==> src/rtl/bist_session_ctrl.sv <==
// Session sequencer for the BIST datapath: engine reset, vector load over valid/ready,
// repeated runs under a per-run watchdog, and pass/fail verdict capture.
`timescale 1ns/1ps
module bist_session_ctrl #(
  parameter int unsigned RES_CYC   = 4,
  parameter int unsigned TIMEOUT   = 1023,
  parameter logic [3:0]  MODE_IDLE = 4'h0,
  parameter logic [3:0]  MODE_LOAD = 4'h1,
  parameter logic [3:0]  MODE_RUN  = 4'h2,
  parameter logic [3:0]  DONE_CODE = 4'hA
) (
  input  logic        clk_50MHz,
  input  logic        res,
  input  logic        start,
  input  logic        abort,
  input  logic [7:0]  vec_cnt,
  input  logic [7:0]  loop_cnt,
  input  logic        load_valid,
  input  logic [11:0] load_data,
  output logic        load_ready,
  output logic        bist_clk_en,
  output logic        bist_res,
  output logic [15:0] bist_ctrl,
  input  logic [15:0] bist_stat,
  output logic        busy,
  output logic        done,
  output logic        pass,
  output logic [7:0]  err_code,
  output logic [7:0]  fail_loop,
  output logic        timeout
);

  typedef enum logic [2:0] {
    StIdle, StEres, StLoad, StRun, StCheck, StNext, StFin
  } state_e;

  state_e      state_q, state_d;
  logic [7:0]  vec_q, vec_d;
  logic [7:0]  loops_q, loops_d;
  logic [7:0]  xfer_q, xfer_d;
  logic [7:0]  loop_idx_q, loop_idx_d;
  logic [3:0]  res_cnt_q, res_cnt_d;
  logic [9:0]  wd_q, wd_d;
  logic        pass_q, pass_d;
  logic        timeout_q, timeout_d;
  logic [7:0]  err_code_q, err_code_d;
  logic [7:0]  fail_loop_q, fail_loop_d;

  logic unused_stat;
  assign unused_stat = ^bist_stat[10:8];

  always_ff @(posedge clk_50MHz or negedge res) begin
    if (!res) begin
      state_q     <= StIdle;
      vec_q       <= '0;
      loops_q     <= '0;
      xfer_q      <= '0;
      loop_idx_q  <= '0;
      res_cnt_q   <= '0;
      wd_q        <= '0;
      pass_q      <= 1'b0;
      timeout_q   <= 1'b0;
      err_code_q  <= '0;
      fail_loop_q <= '0;
    end else begin
      state_q     <= state_d;
      vec_q       <= vec_d;
      loops_q     <= loops_d;
      xfer_q      <= xfer_d;
      loop_idx_q  <= loop_idx_d;
      res_cnt_q   <= res_cnt_d;
      wd_q        <= wd_d;
      pass_q      <= pass_d;
      timeout_q   <= timeout_d;
      err_code_q  <= err_code_d;
      fail_loop_q <= fail_loop_d;
    end
  end

  always_comb begin
    state_d     = state_q;
    vec_d       = vec_q;
    loops_d     = loops_q;
    xfer_d      = xfer_q;
    loop_idx_d  = loop_idx_q;
    res_cnt_d   = res_cnt_q;
    wd_d        = wd_q;
    pass_d      = pass_q;
    timeout_d   = timeout_q;
    err_code_d  = err_code_q;
    fail_loop_d = fail_loop_q;
    bist_ctrl   = {MODE_IDLE, 12'h000};
    load_ready  = 1'b0;
    bist_clk_en = 1'b0;
    bist_res    = 1'b0;
    done        = 1'b0;

    unique case (state_q)
      StIdle: begin
        if (start) begin
          vec_d       = vec_cnt;
          loops_d     = (loop_cnt == 8'd0) ? 8'd1 : loop_cnt;
          xfer_d      = '0;
          loop_idx_d  = '0;
          res_cnt_d   = '0;
          pass_d      = 1'b0;
          timeout_d   = 1'b0;
          err_code_d  = '0;
          fail_loop_d = '0;
          state_d     = StEres;
        end
      end
      StEres: begin
        bist_res    = 1'b1;
        bist_clk_en = 1'b1;
        if (res_cnt_q == 4'(RES_CYC - 1)) begin
          res_cnt_d = '0;
          wd_d      = '0;
          // Pattern memory survives engine reset, so only the first run loads.
          state_d   = (vec_q != 8'd0 && loop_idx_q == 8'd0) ? StLoad : StRun;
        end else begin
          res_cnt_d = res_cnt_q + 4'd1;
        end
      end
      StLoad: begin
        bist_ctrl   = {MODE_LOAD, load_data};
        load_ready  = 1'b1;
        bist_clk_en = load_valid;
        if (load_valid) begin
          xfer_d = xfer_q + 8'd1;
          if (xfer_q + 8'd1 == vec_q) begin
            wd_d    = '0;
            state_d = StRun;
          end
        end
      end
      StRun: begin
        bist_ctrl   = {MODE_RUN, 12'h000};
        bist_clk_en = 1'b1;
        if (bist_stat[15:12] == DONE_CODE) begin
          state_d = StCheck;
        end else if (wd_q == 10'(TIMEOUT)) begin
          timeout_d   = 1'b1;
          fail_loop_d = loop_idx_q;
          state_d     = StFin;
        end else begin
          wd_d = wd_q + 10'd1;
        end
      end
      StCheck: begin
        if (bist_stat[11]) begin
          err_code_d  = bist_stat[7:0];
          fail_loop_d = loop_idx_q;
          state_d     = StFin;
        end else begin
          state_d = StNext;
        end
      end
      StNext: begin
        loop_idx_d = loop_idx_q + 8'd1;
        if (loop_idx_d == loops_q) begin
          pass_d  = 1'b1;
          state_d = StFin;
        end else begin
          state_d = StEres;
        end
      end
      StFin: begin
        done    = 1'b1;
        state_d = StIdle;
      end
      default: state_d = StIdle;
    endcase

    // Abort outranks every other transition and leaves recorded results untouched.
    if (abort && state_q != StIdle && state_q != StFin) begin
      state_d     = StFin;
      pass_d      = pass_q;
      timeout_d   = timeout_q;
      err_code_d  = err_code_q;
      fail_loop_d = fail_loop_q;
    end
  end

  assign busy      = (state_q != StIdle);
  assign pass      = pass_q;
  assign timeout   = timeout_q;
  assign err_code  = err_code_q;
  assign fail_loop = fail_loop_q;

endmodule
==> config.mk <==
export PLATFORM = sky130hd
export DESIGN_NAME = bist_session_ctrl
export DESIGN_NICKNAME = d
export VERILOG_FILES = /design/src/rtl/bist_session_ctrl.sv
export SDC_FILE = /design/constraint.sdc
export NUM_CORES = 1
export LEC_CHECK = 0
export BUFFER_PORTS_ARGS = -buffer_cell sky130_fd_sc_hd__buf_2
export CAP_MARGIN = 30
export CORE_ASPECT_RATIO = 1.25
export CORE_MARGIN = 4
export CORE_UTILIZATION = 49
export CTS_CLUSTER_SIZE = 8
export DETAILED_ROUTE_END_ITERATION = 6
export MAX_ROUTING_LAYER = met4
export PLACE_DENSITY = 0.76
export SKIP_CTS_REPAIR_TIMING = 1
export SYNTH_ARGS = -nofsm -noshare
export SYNTH_HDL_FRONTEND = slang
export SYNTH_SLANG_ARGS = --single-unit
==> constraint.sdc <==
create_clock -name clk_50MHz -period 2.3 [get_ports clk_50MHz]
set_input_delay 0.46 -clock clk_50MHz [delete_from_list [all_inputs] [get_ports clk_50MHz]]
set_output_delay 0.46 -clock clk_50MHz [all_outputs]
set_load 0.05 [all_outputs]
==> flow_summary.toml <==
[routing]
top_layer = "met4"
ant_nets = 0
num_vias = 3695
met2_wirelength_um = 5210
drc = 0
routedWlPerCell_um = 15.7
drtIter0Drc = 310
met1_length_um = 4030
first_pass_iters = 5
met3_wirelength_um = 575
via_per_inst = 5.77
wl_um = 10000

[sta]
max_clock_freq_mhz = 422
maxSlewHeadroom_pct = 61.6
skew_ns = 0.0158
timing.hold.ws_ns = 0.0999
tns_ns = -0.190
period_minus_slack_ns = 2.37
slew_viol_final = 0
hold_violations = 0
tightest_slew_ns = 0.576
setup_ws_ns = -0.0714
setup_viol = 5
rsz0062_at_grt = "true"
fin_crit_sh_pct = 103

[setup_path]
worstPathMaxFanout = 4
cp_data_required_time_ns = 2.54
endpoint_kind = "flip-flop"
startpoint = "xfer_q[1]"
r2r-start = "xfer_q[1]"
crit_arrival_ns = 2.61
path_class = "flip-flop to flip-flop"
start_kind = "flip-flop"

[yosys]
synthMuxAreaShare_pct = 5.24
synth_fa_ha_area_share_pct = 1.64
synth.avg_cell_area_um2 = 8.81
syn_inst = 434
syn_area_mm2 = 0.00382
ys_ff_latch = 67
synthArstFlopShare_pct = 100
synth_xor_area_share_pct = 4.35
post-synth-top-area-fraction_pct = 43.9
yosysMostFrequentCell = "dfrtp_1"
synthSimpleGateAreaFrac_pct = 22.3
ys_top_cells_by_count = "dfrtp_1, o21ai_0, nor2_1"
synth_cell_type_count = 56
synth_compound_area_share_pct = 17.5
synth-edff-count = 0
yosysSeqAreaShare_pct = 43.9
yosysWarnings = 0
yosysTopAreaCell = "dfrtp_1"
synthTopCellsByArea = "dfrtp_1, o21ai_0, mux2_2"
synth_top_family_by_area = "simple AND/OR/NAND/NOR gates"
ys_dominant_reg_cell = "dfrtp_1"

[clock_network]
clk_latency_ns = 0.35
clk_path_buf_depth = 2
cts_tree = "done"
cts_max_level = 3
cts-root-buf = "clkbuf_8"
path_clk_slew_ns = 0.09
cts_buffers = 9
numClockSinks = 67

[floorplanning]
die_w_um = 87.0
row_count = 35
die-area_mm2 = 0.00929
start_util_pct = 51.0
design.core.area_mm2 = 0.00749
die_h_um = 107
io_pins = 88

[placement]
place.detailed.hpwl_um = 7250
place_congestion = 0.849
portBuffers = 82
dp_cells = 617

[layout]
drive_above_1_share_pct = 33.9
nets = 597
fin_cells = 640
fin_util_pct = 65.1
diodes = 0
area_growth_syn_to_layout_pct = 27.6

[power_and_ir_drop]
power.total_w = 0.00621
p_sw_w = 0.00283
p_int_w = 0.00338
power.density_mw_per_mm2 = 1270
swShare_pct = 45.5
combPwrFrac_pct = 52.6
power.leakage_nw = 2.36
power_frac_clock_pct = 18.5
pwr-share-seq_pct = 28.9
ir_drop_mv = 0.773

[run_status]
status = "finished with violations"
violations = "negative setup slack"

[global_route]
grt_pass1_wl_um = 16100
antenna_found_initial = 0
groute.usage.overall_pct = 22.2
gr-total-overflow = 0
grt_max_degree = 28
grt_pass1_vias = 3556

[worst_hold_path]
hold_class = "input port to asynchronous set/reset pin"

[job]
maxCapViolations = 0
[power groups by stage]
stage / combinational (W) / sequential, W / clock, W
after CTS: 0.00306 / 0.00178 / 0.00117
after global routing: 0.00353 / 0.00184 / 0.00123
after global placement: 0.00296 / 0.00178 / 0
final: 0.00327 / 0.00179 / 0.00115
after detailed placement: 0.00304 / 0.00180 / 0
after floorplan: 0.00195 / 0.00206 / 0
[stage by stage]
stage / instance area, um^2 / setup slack, ns
6_report: 4880 / -0.0714
5_1_grt: 4880 / -0.154
4_1_cts: 4750 / -0.171
3_5_place_dp: 4510 / -0.112
3_3_place_gp: 4510 / -0.0562
2_1_floorplan: 3850 / 0.0427
[critical path, stage by stage (launching register included)]
cell and delay (ns):
dfrtp_2 0.45, ha_4 0.29, xnor2_2 0.10, nand2_1 0.09
a211oi_2 0.26, nand4_1 0.20, a2111oi_4 0.46, buf_4 0.21
o21ai_2 0.05, a21o_1 0.16
[logic make-up (layout without fill, tap and decap cells)]
family,count (synthesis),after routing
xor gates and xnor gates,19,19
and+or+nand+nor,173,173
AOI/OAI and AO/OA,107,107
buffers and inverters,44,157
muxes,18,18
adders and majority gates,5,5
DFF,67,67
other,1,2
[area by class of cell]
cell class / count / area, um^2
well taps: 92 / 115
multi-input cells: 324 / 2060
clock buffers: 11 / 151
repair buffers: 123 / 718
inverters: 18 / 67.6
clock inverters: 5 / 85.1
fillers: 616 / 2610
flip-flops and latches: 67 / 1680
[state kept, by name (all words and copies together) (netlist names)]
name,flops
vec_q,8
err_code,8
fail_loop,8
pass,1
loops_q,8
loop_idx_q,8
timeout,1
res_cnt_q,4
xfer_q,8
state_q,3
wd_q,10
[placed cells by master (no fill, tap or decap), drive strengths merged, types with 4 or more instances in the layout]
cell type	count
nand2b	4
buf	123
or3	4
a31oi	10
o41ai	5
nand4	5
mux2	16
nand2	42
ha	5
o31ai	6
a21oi	16
nor3	6
nor4	5
xnor2	10
inv	18
and3	19
o21ai	48
nand3	27
clkbuf	11
dfrtp	67
xor2	9
nor2	45
[worst paths after layout]
kind	endpoint	slack, ns	cells after the start
max reg2reg	wd_q[8]	-0.07	9
max in group asynchronous	fail_loop[7]	1.42	2
min reg2reg	wd_q[0]	0.50	1
min	state_q[1]	0.1	1
min in group clk_50MHz	err_code[0]	0.31	3
max	wd_q[8]	-0.07	9
[per-layer routing]
layer / vias to the layer above / GRT usage [%]
met4: 0 / 9.47
met3: 24 / 3.00
li1: 1767 / -
met2: 117 / 37.5
met5: - / -
met1: 1787 / 26.1
(Power assumes the default switching activity.)
